## config.mk

```make
export PLATFORM = sky130hd
export DESIGN_NAME = id_ex_stage
export DESIGN_NICKNAME = d
export VERILOG_FILES = /design/src/rtl/id_ex_stage.sv
export SDC_FILE = /design/constraint.sdc
export NUM_CORES = 1
export LEC_CHECK = 0
export CAP_MARGIN = 10
export CORE_AREA = 3 3 271 273
export DETAILED_ROUTE_END_ITERATION = 8
export DIE_AREA = 0 0 274 276
export PLACE_DENSITY = 0.48
export SLEW_MARGIN = 20
export SYNTH_ARGS = -nofsm -noshare
export SYNTH_HDL_FRONTEND = slang
export SYNTH_SLANG_ARGS = --single-unit
```

## constraint.sdc

```tcl
create_clock -name clk -period 2.4 [get_ports clk]
set_input_delay 0.48 -clock clk [delete_from_list [all_inputs] [get_ports clk]]
set_output_delay 0.48 -clock clk [all_outputs]
set_load 0.005 [all_outputs]
```

## src/rtl/id_ex_stage.sv

```systemverilog
// ID/EX pipeline register and operand-select stage feeding the 64-bit ALU.
// Holds the decoded instruction for one cycle, generates the ALU control code
// at capture time, and forwards EX/MEM and MEM/WB results into the operands.
module id_ex_stage #(
    parameter int XLEN   = 64,
    parameter int REG_AW = 5
) (
    input  logic              clk,
    input  logic              reset,
    input  logic              stall,
    input  logic              flush,
    input  logic              id_valid,
    input  logic [XLEN-1:0]   id_pc,
    input  logic [XLEN-1:0]   id_rs1_data,
    input  logic [XLEN-1:0]   id_rs2_data,
    input  logic [XLEN-1:0]   id_imm,
    input  logic [REG_AW-1:0] id_rs1,
    input  logic [REG_AW-1:0] id_rs2,
    input  logic [REG_AW-1:0] id_rd,
    input  logic [1:0]        id_alu_op,
    input  logic [2:0]        id_funct3,
    input  logic              id_funct7_5,
    input  logic              id_alu_src,
    input  logic              id_reg_write,
    input  logic              id_mem_read,
    input  logic              id_mem_write,
    input  logic              id_mem_to_reg,
    input  logic              id_branch,
    input  logic              exm_reg_write,
    input  logic [REG_AW-1:0] exm_rd,
    input  logic [XLEN-1:0]   exm_result,
    input  logic              wb_reg_write,
    input  logic [REG_AW-1:0] wb_rd,
    input  logic [XLEN-1:0]   wb_data,
    output logic              ex_valid,
    output logic [XLEN-1:0]   alu_a,
    output logic [XLEN-1:0]   alu_b,
    output logic [3:0]        alu_control_signal,
    output logic [XLEN-1:0]   ex_store_data,
    output logic [XLEN-1:0]   ex_pc,
    output logic [REG_AW-1:0] ex_rd,
    output logic              ex_reg_write,
    output logic              ex_mem_read,
    output logic              ex_mem_write,
    output logic              ex_mem_to_reg,
    output logic              ex_branch
);

    localparam logic [3:0] ALU_AND = 4'b0000;
    localparam logic [3:0] ALU_OR  = 4'b0001;
    localparam logic [3:0] ALU_ADD = 4'b0010;
    localparam logic [3:0] ALU_SLL = 4'b0011;
    localparam logic [3:0] ALU_XOR = 4'b0100;
    localparam logic [3:0] ALU_SUB = 4'b0110;

    logic              valid_q, valid_d;
    logic [XLEN-1:0]   pc_q, pc_d;
    logic [XLEN-1:0]   rs1_data_q, rs1_data_d;
    logic [XLEN-1:0]   rs2_data_q, rs2_data_d;
    logic [XLEN-1:0]   imm_q, imm_d;
    logic [REG_AW-1:0] rs1_q, rs1_d;
    logic [REG_AW-1:0] rs2_q, rs2_d;
    logic [REG_AW-1:0] rd_q, rd_d;
    logic              alu_src_q, alu_src_d;
    logic              reg_write_q, reg_write_d;
    logic              mem_read_q, mem_read_d;
    logic              mem_write_q, mem_write_d;
    logic              mem_to_reg_q, mem_to_reg_d;
    logic              branch_q, branch_d;
    logic [3:0]        alu_ctrl_q, alu_ctrl_d;

    logic [3:0]        alu_ctrl_dec;
    logic              op_supported;
    logic [XLEN-1:0]   fwd_a;
    logic [XLEN-1:0]   fwd_b;

    // Decode ALU control from the ID fields; unsupported funct3 becomes a non-writing add.
    always_comb begin
        alu_ctrl_dec = ALU_ADD;
        op_supported = 1'b1;
        if (id_alu_op == 2'b00) begin
            alu_ctrl_dec = ALU_ADD;
        end else if (id_alu_op == 2'b01) begin
            alu_ctrl_dec = ALU_SUB;
        end else begin
            case (id_funct3)
                3'b000:  alu_ctrl_dec = (id_alu_op == 2'b10 && id_funct7_5) ? ALU_SUB : ALU_ADD;
                3'b111:  alu_ctrl_dec = ALU_AND;
                3'b110:  alu_ctrl_dec = ALU_OR;
                3'b100:  alu_ctrl_dec = ALU_XOR;
                3'b001:  alu_ctrl_dec = ALU_SLL;
                default: begin
                    alu_ctrl_dec = ALU_ADD;
                    op_supported = 1'b0;
                end
            endcase
        end
    end

    // Next-state: flush bubbles the control bits, stall holds, otherwise capture ID.
    always_comb begin
        valid_d      = valid_q;
        pc_d         = pc_q;
        rs1_data_d   = rs1_data_q;
        rs2_data_d   = rs2_data_q;
        imm_d        = imm_q;
        rs1_d        = rs1_q;
        rs2_d        = rs2_q;
        rd_d         = rd_q;
        alu_src_d    = alu_src_q;
        reg_write_d  = reg_write_q;
        mem_read_d   = mem_read_q;
        mem_write_d  = mem_write_q;
        mem_to_reg_d = mem_to_reg_q;
        branch_d     = branch_q;
        alu_ctrl_d   = alu_ctrl_q;
        if (flush) begin
            valid_d      = 1'b0;
            reg_write_d  = 1'b0;
            mem_read_d   = 1'b0;
            mem_write_d  = 1'b0;
            mem_to_reg_d = 1'b0;
            branch_d     = 1'b0;
        end else if (!stall) begin
            valid_d      = id_valid;
            pc_d         = id_pc;
            rs1_data_d   = id_rs1_data;
            rs2_data_d   = id_rs2_data;
            imm_d        = id_imm;
            rs1_d        = id_rs1;
            rs2_d        = id_rs2;
            rd_d         = id_rd;
            alu_src_d    = id_alu_src;
            reg_write_d  = id_reg_write & id_valid & op_supported;
            mem_read_d   = id_mem_read & id_valid;
            mem_write_d  = id_mem_write & id_valid;
            mem_to_reg_d = id_mem_to_reg & id_valid;
            branch_d     = id_branch & id_valid;
            alu_ctrl_d   = alu_ctrl_dec;
        end
    end

    // Stage registers with synchronous reset to an empty slot decoding as add.
    always_ff @(posedge clk) begin
        if (reset) begin
            valid_q      <= 1'b0;
            pc_q         <= '0;
            rs1_data_q   <= '0;
            rs2_data_q   <= '0;
            imm_q        <= '0;
            rs1_q        <= '0;
            rs2_q        <= '0;
            rd_q         <= '0;
            alu_src_q    <= 1'b0;
            reg_write_q  <= 1'b0;
            mem_read_q   <= 1'b0;
            mem_write_q  <= 1'b0;
            mem_to_reg_q <= 1'b0;
            branch_q     <= 1'b0;
            alu_ctrl_q   <= ALU_ADD;
        end else begin
            valid_q      <= valid_d;
            pc_q         <= pc_d;
            rs1_data_q   <= rs1_data_d;
            rs2_data_q   <= rs2_data_d;
            imm_q        <= imm_d;
            rs1_q        <= rs1_d;
            rs2_q        <= rs2_d;
            rd_q         <= rd_d;
            alu_src_q    <= alu_src_d;
            reg_write_q  <= reg_write_d;
            mem_read_q   <= mem_read_d;
            mem_write_q  <= mem_write_d;
            mem_to_reg_q <= mem_to_reg_d;
            branch_q     <= branch_d;
            alu_ctrl_q   <= alu_ctrl_d;
        end
    end

    // Operand forwarding: EX/MEM wins over MEM/WB, x0 is never forwarded.
    always_comb begin
        fwd_a = rs1_data_q;
        fwd_b = rs2_data_q;
        if (exm_reg_write && exm_rd != '0 && exm_rd == rs1_q) begin
            fwd_a = exm_result;
        end else if (wb_reg_write && wb_rd != '0 && wb_rd == rs1_q) begin
            fwd_a = wb_data;
        end
        if (exm_reg_write && exm_rd != '0 && exm_rd == rs2_q) begin
            fwd_b = exm_result;
        end else if (wb_reg_write && wb_rd != '0 && wb_rd == rs2_q) begin
            fwd_b = wb_data;
        end
    end

    assign alu_a              = fwd_a;
    assign alu_b              = alu_src_q ? imm_q : fwd_b;
    assign ex_store_data      = fwd_b;
    assign alu_control_signal = alu_ctrl_q;
    assign ex_valid           = valid_q;
    assign ex_pc              = pc_q;
    assign ex_rd              = rd_q;
    assign ex_reg_write       = reg_write_q;
    assign ex_mem_read        = mem_read_q;
    assign ex_mem_write       = mem_write_q;
    assign ex_mem_to_reg      = mem_to_reg_q;
    assign ex_branch          = branch_q;

endmodule

```

# Yosys cells after proc, flatten, opt, wreduce, memory -nomap -nowiden
# Index checks and enable logic that the tools add are counted.
totals:
  ff_bits: 282
  input_bits: 428
  output_inout_bits: 271
  word_cells: 59
op_classes:
  eq_ne: 10
  n_mux: 12
  bitwise: 8
  n_reduce_logical: 14
ops:
  columns: ["op", "n"]
  rows:
  - ["$mux 64", 5]
  - ["$eq 5x5->1", 4]
  - ["$pmux 3 s5", 1]
  - ["$reduce_bool 5->1", 2]
  - ["$eq 3x3->1 const B", 3]
  - ["$mux 3", 3]
  - ["$logic_and 1x1->1", 7]
  - ["$and 1x1->1", 6]
  - ["$reduce_or 5->1", 1]
  - ["$eq 3x1->1 const B", 1]
  - ["$logic_not 3->1", 1]
  - ["$mux 1", 3]
  - ["$eq 2x1->1 const B", 1]
  - ["$eq 2x2->1 const B", 1]
  - ["$logic_not 2->1", 1]
  - ["$not 1->1", 2]
  - ["$reduce_and 2->1", 1]
  - ["$reduce_or 2->1", 1]

# Logic depth before layout (Yosys ltp)
logic_depth:
  word_depth: 6
  depth_mapped: 7

# Worst setup path before layout
# Ideal clock, no wire load.
synth_path:
  kind: "input to output"
  start: "input wb_rd[1]"
  end: "output alu_b[61]"
  arrival_ns: 1.924
  required_ns: 1.920
  setup_slack_ns: -0.004
  cell_stages: 7
  n_path_buf: 2
  path_cell_list: "or4_1 > o21ai_2 > nor4_1 > buf_6 > buf_8 > mux2i_1 > a221oi_1"
synth_between:
  elab_chain_cells: 6
synth_rtl:
  columns: ["element", "line", "source"]
  rows:
  - ["start, declared", "33", "input logic [REG_AW-1:0] wb_rd,"]
  - ["$reduce_bool 5->1", "191", "end else if (wb_reg_write && wb_rd != '0 && wb_rd == rs2_q) begin"]
  - ["$logic_and 1x1->1", "191", null]
  - ["$logic_and 1x1->1 *", "191", null]
  - ["$mux 64 *", "191", null]
  - ["$mux 64 *", "189", "if (exm_reg_write && exm_rd != '0 && exm_rd == rs2_q) begin"]
  - ["$mux 64 *", "197", "assign alu_b = alu_src_q ? imm_q : fwd_b;"]
  - ["end, declared", "37", "output logic [XLEN-1:0] alu_b,"]
# Every way passes the cells marked *; elsewhere a longest branch is shown, timed or not.

# Final worst setup path
layout_path:
  start: "input wb_rd[1]"
  end: "output alu_b[0]"
# Same word-level chain as after synthesis.

==> results.json <==
{
  "ys_top_cells_by_area": "dfxtp_1, nand2_1, a21oi_1, mux2i_1, a221oi_2",
  "finalHoldViolations": 0,
  "netlist_area_um2": 14300,
  "hold_depth": 2,
  "clockBufferDepth": 3,
  "dieArea_um2": 75600,
  "gp_congestion": 0.919,
  "grt_usage_pct": 20.3,
  "synthesis.nets": 2334,
  "maxSlewViolCount": 0,
  "slowest_delay_ps": 520,
  "critPathSlowestCell": "or4_4",
  "leakagePower_uw": 0.0107,
  "hold_buffers": 0,
  "ir_drop_mv": 0.397,
  "cp_top_family": "buffers and inverters",
  "synth-edff-count": 0,
  "end_kind": "primary output",
  "power.density_nw_per_um2": 501,
  "finalCritPeriodShare_pct": 137,
  "layout.nets": 3252,
  "wl_per_cell_um": 21.7,
  "fin_worst_skew_ps": 0,
  "worst-path-stages": 14,
  "holdPathEnd": "ex_pc[1]",
  "grt_pass1_wl_mm": 116,
  "hold_ws_ps": 351,
  "syn_inst": 1906,
  "cts_inserted_buffers": 39,
  "grt-busiest-layer": "met2",
  "drt_iter0_markers": 834,
  "pin_count": 699,
  "cp_max_fo": 6,
  "ys_warn_count": 0,
  "dieWidth_um": 274,
  "r2r-end": "alu_src_q",
  "path_common_cell": "buf_12",
  "drv_cap": 0,
  "worstSetupPathType": "in -> out",
  "wirelength_mm": 82.8,
  "rrSetupSlack_ps": 1620,
  "vias": 17418,
  "clk_latency_ps": 540,
  "clk_pin_slew_ps": 50,
  "yosysTopAreaCellShare_pct": 39.4,
  "antenna_left": 0,
  "root_buffer": "clkbuf_16",
  "ys_ff_latch": 281,
  "hp-class": "in -> reg",
  "grt_setup_unrepaired": "true",
  "hpwl_mm": 56.3,
  "antenna_found_initial": 26,
  "dr.pass1.iters": 5,
  "fmax_mhz": 304,
  "io_buffers": 697,
  "fin_crit_ps": 3290,
  "grtUsageMet2_pct": 36.1,
  "grt_max_degree": 63,
  "r2r_start": "alu_src_q",
  "cp.required_ps": 1920,
  "htree_levels": 2,
  "use_met1_pct": 23.1,
  "syn2layout_area_growth_pct": 98.6,
  "violations": "setup timing",
  "synth_seq_area_share_pct": 39.4,
  "fillers": 7220,
  "remaining_drc_errors": 0,
  "synthArstFlopShare_pct": 0,
  "die_height_um": 276,
  "grt_pass1_vias": 17654,
  "grt_overflow": 0,
  "setup-tns-final_ps": -115930,
  "tritoncts": "done",
  "arrival_ps": 2810,
  "initial_core_util_pct": 20.0,
  "synth_flop_cell": "dfxtp_1",
  "reg2reg_depth": 2,
  "crit_chain": "buf_6 -> or4_4 -> o21ai_2 -> buf_4 -> nor4_4 -> buf_4 -> buf_12 -> buf_12 -> buf_12 -> buf_8 -> mux2i_4 -> buf_6 -> a221oi_2 -> buf_2",
  "pre_cts_ws_ps": -1490,
  "synth_top_cell_by_area": "dfxtp_1",
  "row_count": 98,
  "drive_above_1_share_pct": 32.3,
  "yosysUniqueCellTypes": 33,
  "p_total_uw": 14200,
  "via_per_inst": 4.55,
  "critPathLaunchType": "input port",
  "core-area_um2": 71400,
  "holdCritStartpoint": "reset",
  "synth.avg_cell_area_um2": 7.50,
  "setup_viol": 192,
  "critPathBufInv": 9,
  "worst_slack_ps": -887,
  "cts_sinks": 281,
  "met3_usage_pct": 5.33,
  "status": "finished, violations left"
}
[what timing repair did]
action                     in CTS  in global routing
gates resized for setup      1014                382
buffers inserted              141                 64
pin swaps                     109                107
setup endpoints to repair     192                192
gates cloned                   13                  7
[routing by layer]
| layer | vias up | wire length [um] |
|---|---|---|
| met5 | - | 47 |
| met4 | 6 | 3750 |
| met3 | 190 | 5640 |
| met2 | 634 | 41200 |
| met1 | 8300 | 32200 |
| li1 | 8288 | - |
[synth_stat cells (all sizes together) (4+ instances only)]
cell type and instances:
clkbuf 105, a22oi 4, xnor2 8, nor2 137, buf 59, xor2 12
inv 66, nand3 4, a221oi 64, a21oi 403, nor3 67, mux2i 130
dfxtp 281, nand2 547
[power by group]
group          switching, uW  leakage [uW]  internal, uW
sequential               164       0.00230          4880
combinational           1400       0.00779          1730
clock                   2240      0.000647          3810
[worst reg2reg max path: stages, from the launching register on]
cell and delay (ps):
dfxtp_4 500, nand2_1 80, a21oi_1 130
[logic make-up after synthesis]
| logic type | Yosys count | synth area share (%) |
|---|---|---|
| simple gates | 766 | 21.0 |
| compound gates | 478 | 21.3 |
| flops | 281 | 39.4 |
| buf+inv | 230 | 7.96 |
| mux | 130 | 9.11 |
| xor+xnor | 20 | 1.23 |
| other cells | 1 | 0.0262 |
[per-stage QoR]
step | cell area (um2) | instances | utilization (%)
final | 28400 | 3824 | 39.8
after CTS | 26900 | 3754 | 37.7
after global routing | 28400 | 3817 | 39.7
after global placement | 23100 | 3536 | 32.4
after floorplan | 14300 | 1906 | -
after detailed placement | 23100 | 3536 | 32.4
[how the worst max path moves through the flow]
stage                         from         to
after global routing      wb_rd[1]  alu_b[25]
after global placement    wb_rd[4]  alu_a[55]
after floorplan           wb_rd[1]  alu_b[10]
final                     wb_rd[1]   alu_b[0]
after CTS                 rs2_q[1]  alu_b[21]
after detailed placement  wb_rd[3]  alu_b[21]
[layout make-up]
class | instances | area (um2) | area share [%]
clock inverters | 10 | 196 | 0.692
clock buffers | 58 | 1140 | 4.01
well taps | 950 | 1190 | 4.19
repair buffers | 1041 | 10400 | 36.8
diodes | 23 | 57.6 | 0.203
inverters | 66 | 248 | 0.873
flip-flops and latches | 281 | 5640 | 19.9
multi-input cells | 1395 | 9470 | 33.4
[layout by cell type (no fill, tap or decap), types with 56 or more instances in the layout]
master	instances
nand2_1	547
a221oi_2	56
nor2_1	97
a21oi_2	72
buf_12	68
dfxtp_1	274
buf_2	179
mux2i_4	74
clkdlybuf4s50_1	493
a21oi_1	323
buf_4	132
buf_6	99
inv_1	66
(Power assumes the default switching activity.)
